### src/rtl/riscv_soft_pkg.sv
// Shared types and constants for the soft RISC-V writeback stage.
// Load-extension helper used by the writeback datapath.
package riscv_soft_pkg;

  localparam int XPR_LEN    = 32;
  localparam int NUM_REGS   = 32;
  localparam int REG_ADDR_W = 5;

  localparam logic [2:0] F3_LB  = 3'b000;
  localparam logic [2:0] F3_LH  = 3'b001;
  localparam logic [2:0] F3_LW  = 3'b010;
  localparam logic [2:0] F3_LBU = 3'b100;
  localparam logic [2:0] F3_LHU = 3'b101;

  typedef struct packed {
    logic [REG_ADDR_W-1:0] rd;
    logic [2:0]            funct3;
    logic [1:0]            off;
  } ld_entry_t;

  // Align the addressed byte/half to bit 0, then sign- or zero-extend.
  function automatic logic [XPR_LEN-1:0] load_extend(input logic [2:0] funct3,
                                                      input logic [1:0] off,
                                                      input logic [XPR_LEN-1:0] raw);
    logic [XPR_LEN-1:0] shifted;
    shifted = raw >> {off, 3'b000};
    case (funct3)
      F3_LB:   load_extend = {{(XPR_LEN-8){shifted[7]}}, shifted[7:0]};
      F3_LBU:  load_extend = {{(XPR_LEN-8){1'b0}}, shifted[7:0]};
      F3_LH:   load_extend = {{(XPR_LEN-16){shifted[15]}}, shifted[15:0]};
      F3_LHU:  load_extend = {{(XPR_LEN-16){1'b0}}, shifted[15:0]};
      default: load_extend = shifted;
    endcase
  endfunction

endpackage

### src/rtl/riscv_soft_ld_queue.sv
// In-order queue of outstanding loads (rd, funct3, byte offset).
// Circular buffer with wrap-around pointers and an explicit fill count.
module riscv_soft_ld_queue
  import riscv_soft_pkg::*;
#(
  parameter int DEPTH = 4
) (
  input  logic                  clk,
  input  logic                  reset,
  input  logic                  push,
  input  ld_entry_t             push_entry,
  input  logic                  pop,
  output logic                  full,
  output logic                  empty,
  output ld_entry_t             head,
  output ld_entry_t [DEPTH-1:0] entries,
  output logic      [DEPTH-1:0] valid
);

  localparam int PTR_W = $clog2(DEPTH);

  logic [PTR_W-1:0] wr_ptr_reg;
  logic [PTR_W-1:0] rd_ptr_reg;
  logic [PTR_W:0]   count_reg;
  ld_entry_t        mem_reg [DEPTH];

  logic do_push;
  logic do_pop;

  assign full    = (count_reg == (PTR_W+1)'(DEPTH));
  assign empty   = (count_reg == '0);
  assign do_pop  = pop && !empty;
  // A push into a full queue is fine when the head leaves in the same cycle.
  assign do_push = push && (!full || do_pop);
  assign head    = mem_reg[rd_ptr_reg];

  always_ff @(posedge clk or negedge reset) begin
    if (!reset) begin
      wr_ptr_reg <= '0;
      rd_ptr_reg <= '0;
      count_reg  <= '0;
    end else begin
      if (do_push) wr_ptr_reg <= wr_ptr_reg + 1'b1;
      if (do_pop)  rd_ptr_reg <= rd_ptr_reg + 1'b1;
      case ({do_push, do_pop})
        2'b10:   count_reg <= count_reg + 1'b1;
        2'b01:   count_reg <= count_reg - 1'b1;
        default: count_reg <= count_reg;
      endcase
    end
  end

  always_ff @(posedge clk) begin
    if (do_push) mem_reg[wr_ptr_reg] <= push_entry;
  end

  generate
    for (genvar gi = 0; gi < DEPTH; gi++) begin : g_slot
      logic [PTR_W-1:0] rel;
      assign rel          = PTR_W'(gi) - rd_ptr_reg;
      assign valid[gi]    = ({1'b0, rel} < count_reg);
      assign entries[gi]  = mem_reg[gi];
    end
  endgenerate

endmodule

### src/rtl/riscv_soft_writeback.sv
// Writeback stage: merges load responses and ALU results onto the regfile write port.
// Define RISCV_SOFT_WB_SCOREBOARD_EN to add the pend_mask hazard output.
module riscv_soft_writeback
  import riscv_soft_pkg::*;
#(
  parameter int LD_DEPTH = 4
) (
  input  logic                  clk,
  input  logic                  reset,
  input  logic                  alu_valid,
  output logic                  alu_ready,
  input  logic [REG_ADDR_W-1:0] alu_rd,
  input  logic [XPR_LEN-1:0]    alu_data,
  input  logic                  ld_issue_valid,
  output logic                  ld_issue_ready,
  input  logic [REG_ADDR_W-1:0] ld_issue_rd,
  input  logic [2:0]            ld_issue_funct3,
  input  logic [1:0]            ld_issue_off,
  input  logic                  dmem_resp_valid,
  input  logic [XPR_LEN-1:0]    dmem_resp_data,
  output logic                  wr_en,
  output logic [REG_ADDR_W-1:0] wr_addr,
  output logic [XPR_LEN-1:0]    wr_data,
`ifdef RISCV_SOFT_WB_SCOREBOARD_EN
  output logic [NUM_REGS-1:0]   pend_mask,
`endif
  output logic                  err_unexp_resp
);

  logic                  hold_valid_reg;
  logic [REG_ADDR_W-1:0] hold_rd_reg;
  logic [XPR_LEN-1:0]    hold_data_reg;
  logic                  wr_en_reg;
  logic [REG_ADDR_W-1:0] wr_addr_reg;
  logic [XPR_LEN-1:0]    wr_data_reg;
  logic                  err_reg;

  logic                     q_full;
  logic                     q_empty;
  ld_entry_t                q_head;
  ld_entry_t [LD_DEPTH-1:0] q_entries;
  logic      [LD_DEPTH-1:0] q_valid;

  logic                  alu_fire;
  logic                  ld_push;
  logic                  ld_pop;
  logic                  sel_valid;
  logic [REG_ADDR_W-1:0] sel_rd;
  logic [XPR_LEN-1:0]    sel_data;
  logic                  wr_en_next;

  assign alu_ready      = !hold_valid_reg;
  assign ld_issue_ready = !q_full;
  assign alu_fire       = alu_valid && alu_ready;
  assign ld_push        = ld_issue_valid && ld_issue_ready;
  assign ld_pop         = dmem_resp_valid && !q_empty;

  riscv_soft_ld_queue #(
    .DEPTH(LD_DEPTH)
  ) u_ld_queue (
    .clk        (clk),
    .reset      (reset),
    .push       (ld_push),
    .push_entry ('{rd: ld_issue_rd, funct3: ld_issue_funct3, off: ld_issue_off}),
    .pop        (ld_pop),
    .full       (q_full),
    .empty      (q_empty),
    .head       (q_head),
    .entries    (q_entries),
    .valid      (q_valid)
  );

  // A load response owns the write port even when it is unexpected and writes nothing.
  always_comb begin
    sel_valid = 1'b0;
    sel_rd    = '0;
    sel_data  = '0;
    if (dmem_resp_valid) begin
      sel_valid = !q_empty;
      sel_rd    = q_head.rd;
      sel_data  = load_extend(q_head.funct3, q_head.off, dmem_resp_data);
    end else if (hold_valid_reg) begin
      sel_valid = 1'b1;
      sel_rd    = hold_rd_reg;
      sel_data  = hold_data_reg;
    end else if (alu_fire) begin
      sel_valid = 1'b1;
      sel_rd    = alu_rd;
      sel_data  = alu_data;
    end
  end

  assign wr_en_next = sel_valid && (sel_rd != '0);

  always_ff @(posedge clk or negedge reset) begin
    if (!reset) begin
      hold_valid_reg <= 1'b0;
      hold_rd_reg    <= '0;
      hold_data_reg  <= '0;
      wr_en_reg      <= 1'b0;
      wr_addr_reg    <= '0;
      wr_data_reg    <= '0;
      err_reg        <= 1'b0;
    end else begin
      wr_en_reg <= wr_en_next;
      if (wr_en_next) begin
        wr_addr_reg <= sel_rd;
        wr_data_reg <= sel_data;
      end
      if (dmem_resp_valid && q_empty) err_reg <= 1'b1;
      if (dmem_resp_valid && alu_fire) begin
        hold_valid_reg <= 1'b1;
        hold_rd_reg    <= alu_rd;
        hold_data_reg  <= alu_data;
      end else if (!dmem_resp_valid && hold_valid_reg) begin
        hold_valid_reg <= 1'b0;
      end
    end
  end

  assign wr_en          = wr_en_reg;
  assign wr_addr        = wr_addr_reg;
  assign wr_data        = wr_data_reg;
  assign err_unexp_resp = err_reg;

`ifdef RISCV_SOFT_WB_SCOREBOARD_EN
  generate
    for (genvar gi = 0; gi < NUM_REGS; gi++) begin : g_pend
      if (gi == 0) begin : g_zero
        assign pend_mask[gi] = 1'b0;
      end else begin : g_reg
        logic hit;
        always_comb begin
          hit = hold_valid_reg && (hold_rd_reg == REG_ADDR_W'(gi));
          for (int j = 0; j < LD_DEPTH; j++) begin
            hit = hit || (q_valid[j] && (q_entries[j].rd == REG_ADDR_W'(gi)));
          end
        end
        assign pend_mask[gi] = hit;
      end
    end
  endgenerate
`else
  logic unused_q_state;
  assign unused_q_state = ^{q_entries, q_valid};
`endif

endmodule

### config.mk
export PLATFORM = sky130hd
export DESIGN_NAME = riscv_soft_writeback
export DESIGN_NICKNAME = d
export VERILOG_FILES = /design/src/rtl/riscv_soft_pkg.sv /design/src/rtl/riscv_soft_ld_queue.sv /design/src/rtl/riscv_soft_writeback.sv
export SDC_FILE = /design/constraint.sdc
export NUM_CORES = 1
export LEC_CHECK = 0
export CORE_MARGIN = 5
export CORE_UTILIZATION = 44
export CTS_CLUSTER_SIZE = 10
export DETAILED_ROUTE_END_ITERATION = 16
export HOLD_SLACK_MARGIN = 0.03
export PLACE_DENSITY = 0.71
export SLEW_MARGIN = 40
export SYNTH_ARGS = -nofsm -noshare
export SYNTH_HDL_FRONTEND = slang
export SYNTH_SLANG_ARGS = --single-unit
### constraint.sdc
create_clock -name clk -period 3.2 [get_ports clk]
set_input_delay 0.48 -clock clk [delete_from_list [all_inputs] [get_ports clk]]
set_output_delay 0.48 -clock clk [all_outputs]
set_load 0.01 [all_outputs]
==> impl_metrics.env, run 1 <==
export IMPL_grt_overflow=0
export IMPL_p_sw_mw=2.210
export IMPL_numCtsBuffers=17
export IMPL_crit_path_start_kind="flop"
export IMPL_synth_fp_nets=554
export IMPL_slowest_stage="mux4_2"
export IMPL_nNetsFinal=670
export IMPL_reg2reg_from="u_ld_queue.rd_ptr_reg[0]$_DFFE_PN0P_"
export IMPL_clock_sinks=124
export IMPL_drive_above_1_share_pct=15.68
export IMPL_synth_fa_ha_area_share_pct=1.416
export IMPL_route_detailed_wl_per_inst_um=20.38
export IMPL_ctsResizeCount=0
export IMPL_seq_area_sq_um=3303
export IMPL_crit_path_frequent_cell="buf_4"
export IMPL_swShare_pct=33.13
export IMPL_ir_drop_uv=505.1
export IMPL_reg2reg_depth=8
export IMPL_fin_skew_ns=0.01421
export IMPL_wirelength_mm=15.68
export IMPL_status="complete, no violations"
export IMPL_drc=0
export IMPL_totalPowerFinal_mw=6.671
export IMPL_power_density_nw_per_um2=861.5
export IMPL_cts_clk_slew_worst_paths_ns=0.05
export IMPL_via_per_inst=5.711
export IMPL_coreArea_sq_um=13140
export IMPL_async_reset_ff_share_pct=67.74
export IMPL_finalInstanceArea_sq_um=7744
export IMPL_ant_nets=0
export IMPL_p_int_mw=4.461
export IMPL_setup_viol=0
export IMPL_syn_avg_cell_area_sq_um=12.57
export IMPL_synth_edf_count=40
export IMPL_die_y_um=125.1
export IMPL_regToRegEndpoint="wr_data[27]$_DFFE_PN0P_"
export IMPL_max_clock_freq_ghz=0.3554
export IMPL_grt_pass1_vias=4525
export IMPL_cts_root_buf="clkbuf_16"
export IMPL_pre_cts_ws_ns=0.3532
export IMPL_yosysTopAreaCellShare_pct=36.05
export IMPL_syn_instance_count=464
export IMPL_r2r_slack_ns=0.39
export IMPL_largest_reg_flops=40
export IMPL_worst_pin_slew_ns=0.7200
export IMPL_cts_max_level=4
export IMPL_yosys_top_cells_area="dfrtp_1 36%, edfxtp_1 21%, mux2_2 7.3%"
export IMPL_cts_tree="yes"
export IMPL_hold_path_class="in2async"
export IMPL_synthMuxAreaShare_pct=15.49
export IMPL_p_leak_nw=3.099
export IMPL_ys_dominant_reg_cell="dfrtp_1"
export IMPL_synth_top_family_by_area="compound AO/OA/AOI/OAI gates"
export IMPL_post_cts_buffers=0
export IMPL_ys_types=43
export IMPL_track_usage_pct=20.33
export IMPL_slowest_delay_ns=0.62
export IMPL_synth_compound_area_share_pct=16.03
export IMPL_multi_input_area_sq_um=2330
export IMPL_hold_violations=0
export IMPL_placed_area_sq_um=7192
export IMPL_crit_type="reg2reg"
export IMPL_syn_cell_area_sq_um=5831
export IMPL_clkPwrFrac_pct=26.4
export IMPL_synth_seq_cells=124
export IMPL_fin_crit_sh_pct=87.92
export IMPL_fillers=1075
export IMPL_worst_slack_ns=0.3865
export IMPL_clk_latency_ns=0.41
export IMPL_antenna_found_initial=0
export IMPL_critPathCaptureType="flop"
export IMPL_ys_warn_count=0
export IMPL_grt_first_pass_wirelength_mm=25.10
export IMPL_slew_headroom_pct=52.00
export IMPL_area_growth_pct=32.81
export IMPL_num_rows=42
export IMPL_initial_core_util_pct=44.38
export IMPL_drtPass1Iterations=5
export IMPL_dp_hpwl_mm=10.82
export IMPL_synth_simple_gate_area_share_pct=6.052
export IMPL_die_area_sq_um=15650
export IMPL_cts_hold_buf=0
export IMPL_grt_start_max_net_pins=85
export IMPL_cts_buffer_depth=2
export IMPL_drt_initial_drc_count=460
export IMPL_maxCapViolCount=0
export IMPL_timing_final_max_slew_violations=0
export IMPL_crit_required_ns=3.50
export IMPL_synth_most_common_cell="dfrtp_1"
export IMPL_worstPathMaxFanout=23
export IMPL_combPwrFrac_pct=37.6
export IMPL_die_w_um=125.1
export IMPL_min_period_ns=2.813
export IMPL_finalHoldWorstSlack_ns=0.1188
export IMPL_critPathArrivalTime_ns=3.11
export IMPL_place_congestion=0.8771
export IMPL_vias=4392
export IMPL_synth_xor_area_share_pct=0.9013
export IMPL_p_seq_share_pct=36.1
export IMPL_synth_common_cells="84 x dfrtp_1, 49 x nand2_1, 40 x edfxtp_1, 38 x mux2_2, 34 x mux2i_1"
export IMPL_diodes=0
export IMPL_rsz0062_at_grt="false"
export IMPL_yosysSeqAreaShare_pct=56.65
export IMPL_path_cells="mux4_2 -> buf_4 -> nor2b_1 -> buf_4 -> a2bb2oi_1 -> o221ai_4 -> a21oi_1 -> o31ai_1"
export IMPL_yosysTopAreaCell="dfrtp_1"
export IMPL_io_buffer_count=124
export IMPL_ios=125
export IMPL_fin_setup_tns_ns=0
## stage by stage
step                      cells  utilization, %
after floorplan             464               -
after global placement      737           54.71
after detailed placement    737           54.74
after CTS                   769           58.92
after global routing        769           58.94
final                       769           58.94
## cell usage in the layout (no fill, tap or decap), types with 3 or more instances in the layout
cell / netlist / layout
buf_4: 3 / 9
a21oi_1: 13 / 13
mux2i_1: 34 / 34
clkbuf_1: 22 / 4
nor2_1: 14 / 14
nand2_1: 49 / 49
a221o_1: 12 / 12
clkbuf_8: 0 / 4
clkbuf_16: 0 / 17
mux4_2: 6 / 6
inv_1: 9 / 9
o21ai_1: 16 / 16
a221oi_1: 26 / 26
dfrtp_1: 84 / 84
and3_1: 4 / 4
o31ai_1: 22 / 22
clkdlybuf4s50_1: 0 / 122
a22o_1: 8 / 8
edfxtp_1: 40 / 40
clkinv_2: 0 / 6
xnor2_1: 4 / 4
ha_1: 5 / 5
a22oi_1: 3 / 3
o21ai_0: 13 / 13
mux2_2: 38 / 38
nor2b_1: 6 / 5
## power by group through the flow
stage               registers, mW  logic [mW]  clock network [mW]
finish                       2.41        2.51                1.76
global route                 2.46        2.71                1.86
CTS                          2.41        2.52                1.80
detailed placement           2.43        2.51                   0
global placement             2.41        2.43                   0
floorplan                    2.44        1.49                   0
## critical path, delay by kind of cell, from the launching register on
kind / cells / cell delay, ns
AOI/OAI and AO/OA: 4 / 1.04
muxes: 1 / 0.62
and+or+nand+nor: 1 / 0.14
DFF: 1 / 0.44
buffers and inverters: 2 / 0.46
## area by class of cell
class                   count  area share (%)
clock inverters             8          0.8725
inverters                   9          0.4363
flip-flops and latches    124           42.66
clock buffers              24           6.221
repair buffers            133           16.88
well taps                 176           2.844
multi-input cells         295           30.09
## worst max path at each step
| stage | startpoint | end | slack, ns | cells after the start |
|---|---|---|---|---|
| global placement | alu_valid | wr_data[7]$_DFFE_PN0P_ | 0.40 | 8 |
| floorplan | u_ld_queue.rd_ptr_reg[0]$_DFFE_PN0P_ | wr_data[30]$_DFFE_PN0P_ | 0.89 | 9 |
| CTS | u_ld_queue.rd_ptr_reg[0]$_DFFE_PN0P_ | wr_data[27]$_DFFE_PN0P_ | 0.38 | 8 |
| detailed placement | alu_valid | wr_data[7]$_DFFE_PN0P_ | 0.35 | 8 |
| finish | u_ld_queue.rd_ptr_reg[0]$_DFFE_PN0P_ | wr_data[27]$_DFFE_PN0P_ | 0.39 | 8 |
| global route | u_ld_queue.rd_ptr_reg[0]$_DFFE_PN0P_ | wr_data[27]$_DFFE_PN0P_ | 0.23 | 8 |
## metal layers
| metal | track usage, % | up-vias | part of all wire, % |
|---|---|---|---|
| met5 | 0 | - | 0 |
| met4 | 6.952 | 0 | 1.2 |
| met3 | 5.800 | 15 | 7.2 |
| met2 | 32.77 | 190 | 49 |
| met1 | 26.52 | 2202 | 43 |
| li1 | - | 1985 | - |
## logic make-up after synthesis
kind of cell / Yosys count
buffers and inverters: 45
muxes: 78
adders and majority gates: 6
DFF: 124
xor gates and xnor gates: 6
and+or+nand+nor: 81
AOI/OAI and AO/OA: 124
(Power assumes the default switching activity.)
==> inputs of run 2 (changes only) <==
--- a/config.mk
+++ b/config.mk
@@ -5,7 +5,7 @@
 export SDC_FILE = /design/constraint.sdc
 export NUM_CORES = 1
 export LEC_CHECK = 0
-export CORE_MARGIN = 5
+export CORE_MARGIN = 2
 export CORE_UTILIZATION = 44
 export CTS_CLUSTER_SIZE = 10
 export DETAILED_ROUTE_END_ITERATION = 16
==> run 2 against run 1 <==
- final area increased by 1.5%
- critical path depth down 1
- first-iteration DRC count is 23% lower
- largest cell class unchanged
- highest routed layer unchanged
==> impl_metrics.env, run 2 (synthesized netlist as in run 1, its figures left out) <==
export IMPL_timing_final_max_slew_violations=0
export IMPL_drt_initial_drc_count=356
export IMPL_io_buffer_count=124
export IMPL_grt_pass1_vias=4403
export IMPL_hold_violations=0
export IMPL_power_density_nw_per_um2=885.3
export IMPL_crit_path_start_kind="flop"
export IMPL_dp_hpwl_mm=10.66
export IMPL_route_detailed_wl_per_inst_um=19.66
export IMPL_grt_first_pass_wirelength_mm=24.16
export IMPL_ant_nets=0
export IMPL_min_period_ns=2.610
export IMPL_final_common_cell="clkdlybuf4s50_1"
export IMPL_cts_max_level=4
export IMPL_max_clock_freq_ghz=0.3832
export IMPL_hold_path_class="in2async"
export IMPL_track_usage_pct=22.21
export IMPL_slew_headroom_pct=54.18
export IMPL_critPathCaptureType="flop"
export IMPL_drc=0
export IMPL_wirelength_mm=15.12
export IMPL_cts_buffer_depth=2
export IMPL_drtPass1Iterations=6
export IMPL_diodes=0
export IMPL_num_rows=42
export IMPL_reg2reg_from="u_ld_queue.rd_ptr_reg[0]$_DFFE_PN0P_"
export IMPL_worst_pin_slew_ns=0.6874
export IMPL_post_cts_buffers=0
export IMPL_cts_clk_slew_worst_paths_ns=0.06
export IMPL_fin_skew_ns=0.004548
export IMPL_via_per_inst=5.688
export IMPL_r2r_slack_ns=0.59
export IMPL_final_cell_mix="122 x clkdlybuf4s50_1, 84 x dfrtp_1, 49 x nand2_1"
export IMPL_cts_tree="yes"
export IMPL_initial_core_util_pct=44.56
export IMPL_ctsResizeCount=0
export IMPL_coreArea_sq_um=13090
export IMPL_die_y_um=119.1
export IMPL_drive_above_1_share_pct=15.85
export IMPL_status="complete, no violations"
export IMPL_crit_start="u_ld_queue.rd_ptr_reg[0]$_DFFE_PN0P_"
export IMPL_largest_reg_flops=40
export IMPL_p_leak_nw=3.143
export IMPL_numCtsBuffers=17
export IMPL_vias=4374
export IMPL_worstPathMaxFanout=16
export IMPL_antenna_found_initial=0
export IMPL_fillers=1016
export IMPL_clk_latency_ns=0.41
export IMPL_place_congestion=0.8126
export IMPL_critPathArrivalTime_ns=2.89
export IMPL_crit_type="reg2reg"
export IMPL_fin_setup_tns_ns=0
export IMPL_finalHoldWorstSlack_ns=0.09732
export IMPL_maxCapViolCount=0
export IMPL_rsz0062_at_grt="false"
export IMPL_grt_start_max_net_pins=85
export IMPL_crit_required_ns=3.48
export IMPL_nNetsFinal=670
export IMPL_cts_hold_buf=0
export IMPL_die_area_sq_um=14190
export IMPL_grt_overflow=0
export IMPL_ir_drop_uv=435.2
export IMPL_fin_crit_sh_pct=81.56
export IMPL_cts_root_buf="clkbuf_16"
export IMPL_die_w_um=119.1
export IMPL_area_growth_pct=34.79
export IMPL_setup_viol=0
export IMPL_clock_sinks=124
export IMPL_ios=125
-- run 2: cell types whose count changed in the layout (fill, tap and decap cells not counted), sizes merged --
cell / delta
clkbuf: -5
clkinvlp: +1
bufinv: +4
-- run 2: layout make-up --
| class | count | area (sq um) | share of cell area, % |
|---|---|---|---|
| clock buffer | 19 | 442.9 | 5.636 |
| clock inverter | 13 | 196.4 | 2.500 |
| inverter | 9 | 33.78 | 0.4299 |
| multi-input combinational | 295 | 2330 | 29.64 |
| sequential | 124 | 3303 | 42.03 |
| tap | 176 | 220.2 | 2.802 |
| timing repair buffer | 133 | 1333 | 16.96 |
-- run 2: critical path, cell delays in order, from the launching register on --
cell	delay [ns]
dfrtp_1	0.52
mux4_2	0.68
nor2b_1	0.18
buf_4	0.16
a2bb2oi_1	0.31
o221ai_4	0.28
a21oi_1	0.25
o31ai_1	0.10
-- run 2: final timing paths --
check | to | cells after the start
worst max-delay path | wr_data[26]$_DFFE_PN0P_ | 7
worst min-delay path | hold_data_reg[10]$_DFFE_PN0P_ | 1
worst max register to register | wr_data[26]$_DFFE_PN0P_ | 7
worst min register to register | err_unexp_resp$_DFFE_PN0P_ | 1
max in group asynchronous | wr_data[20]$_DFFE_PN0P_ | 1
min in group clk | err_unexp_resp$_DFFE_PN0P_ | 1
-- run 2: where the power goes --
part	internal, mW	switching [mW]	total [mW]
logic	1.23	1.25	2.48
clock network	1.39	0.680	2.07
registers	2.12	0.279	2.40
-- run 2: per-stage QoR --
| stage | util [%] | setup WS, ns | power (mW) | instances | area, sq um |
|---|---|---|---|---|---|
| 5_1_grt | 60.06 | 0.3867 | 7.345 | 769 | 7859 |
| 3_3_place_gp | 55.13 | 0.4975 | 4.837 | 737 | 7213 |
| 2_1_floorplan | - | 0.8918 | 3.922 | 464 | 5831 |
| 4_1_cts | 60.04 | 0.5431 | 7.012 | 769 | 7856 |
| 3_5_place_dp | 55.15 | 0.4285 | 4.924 | 737 | 7217 |
| 6_report | 60.06 | 0.5901 | 6.957 | 769 | 7859 |
-- run 2: per-layer routing --
metal,share of wire [%],vias to the layer above,global-route usage (%)
li1,-,1989,-
met1,43,2145,29.65
met2,48,218,35.31
met3,7.7,22,6.082
met4,1.3,0,7.217
met5,0,-,0
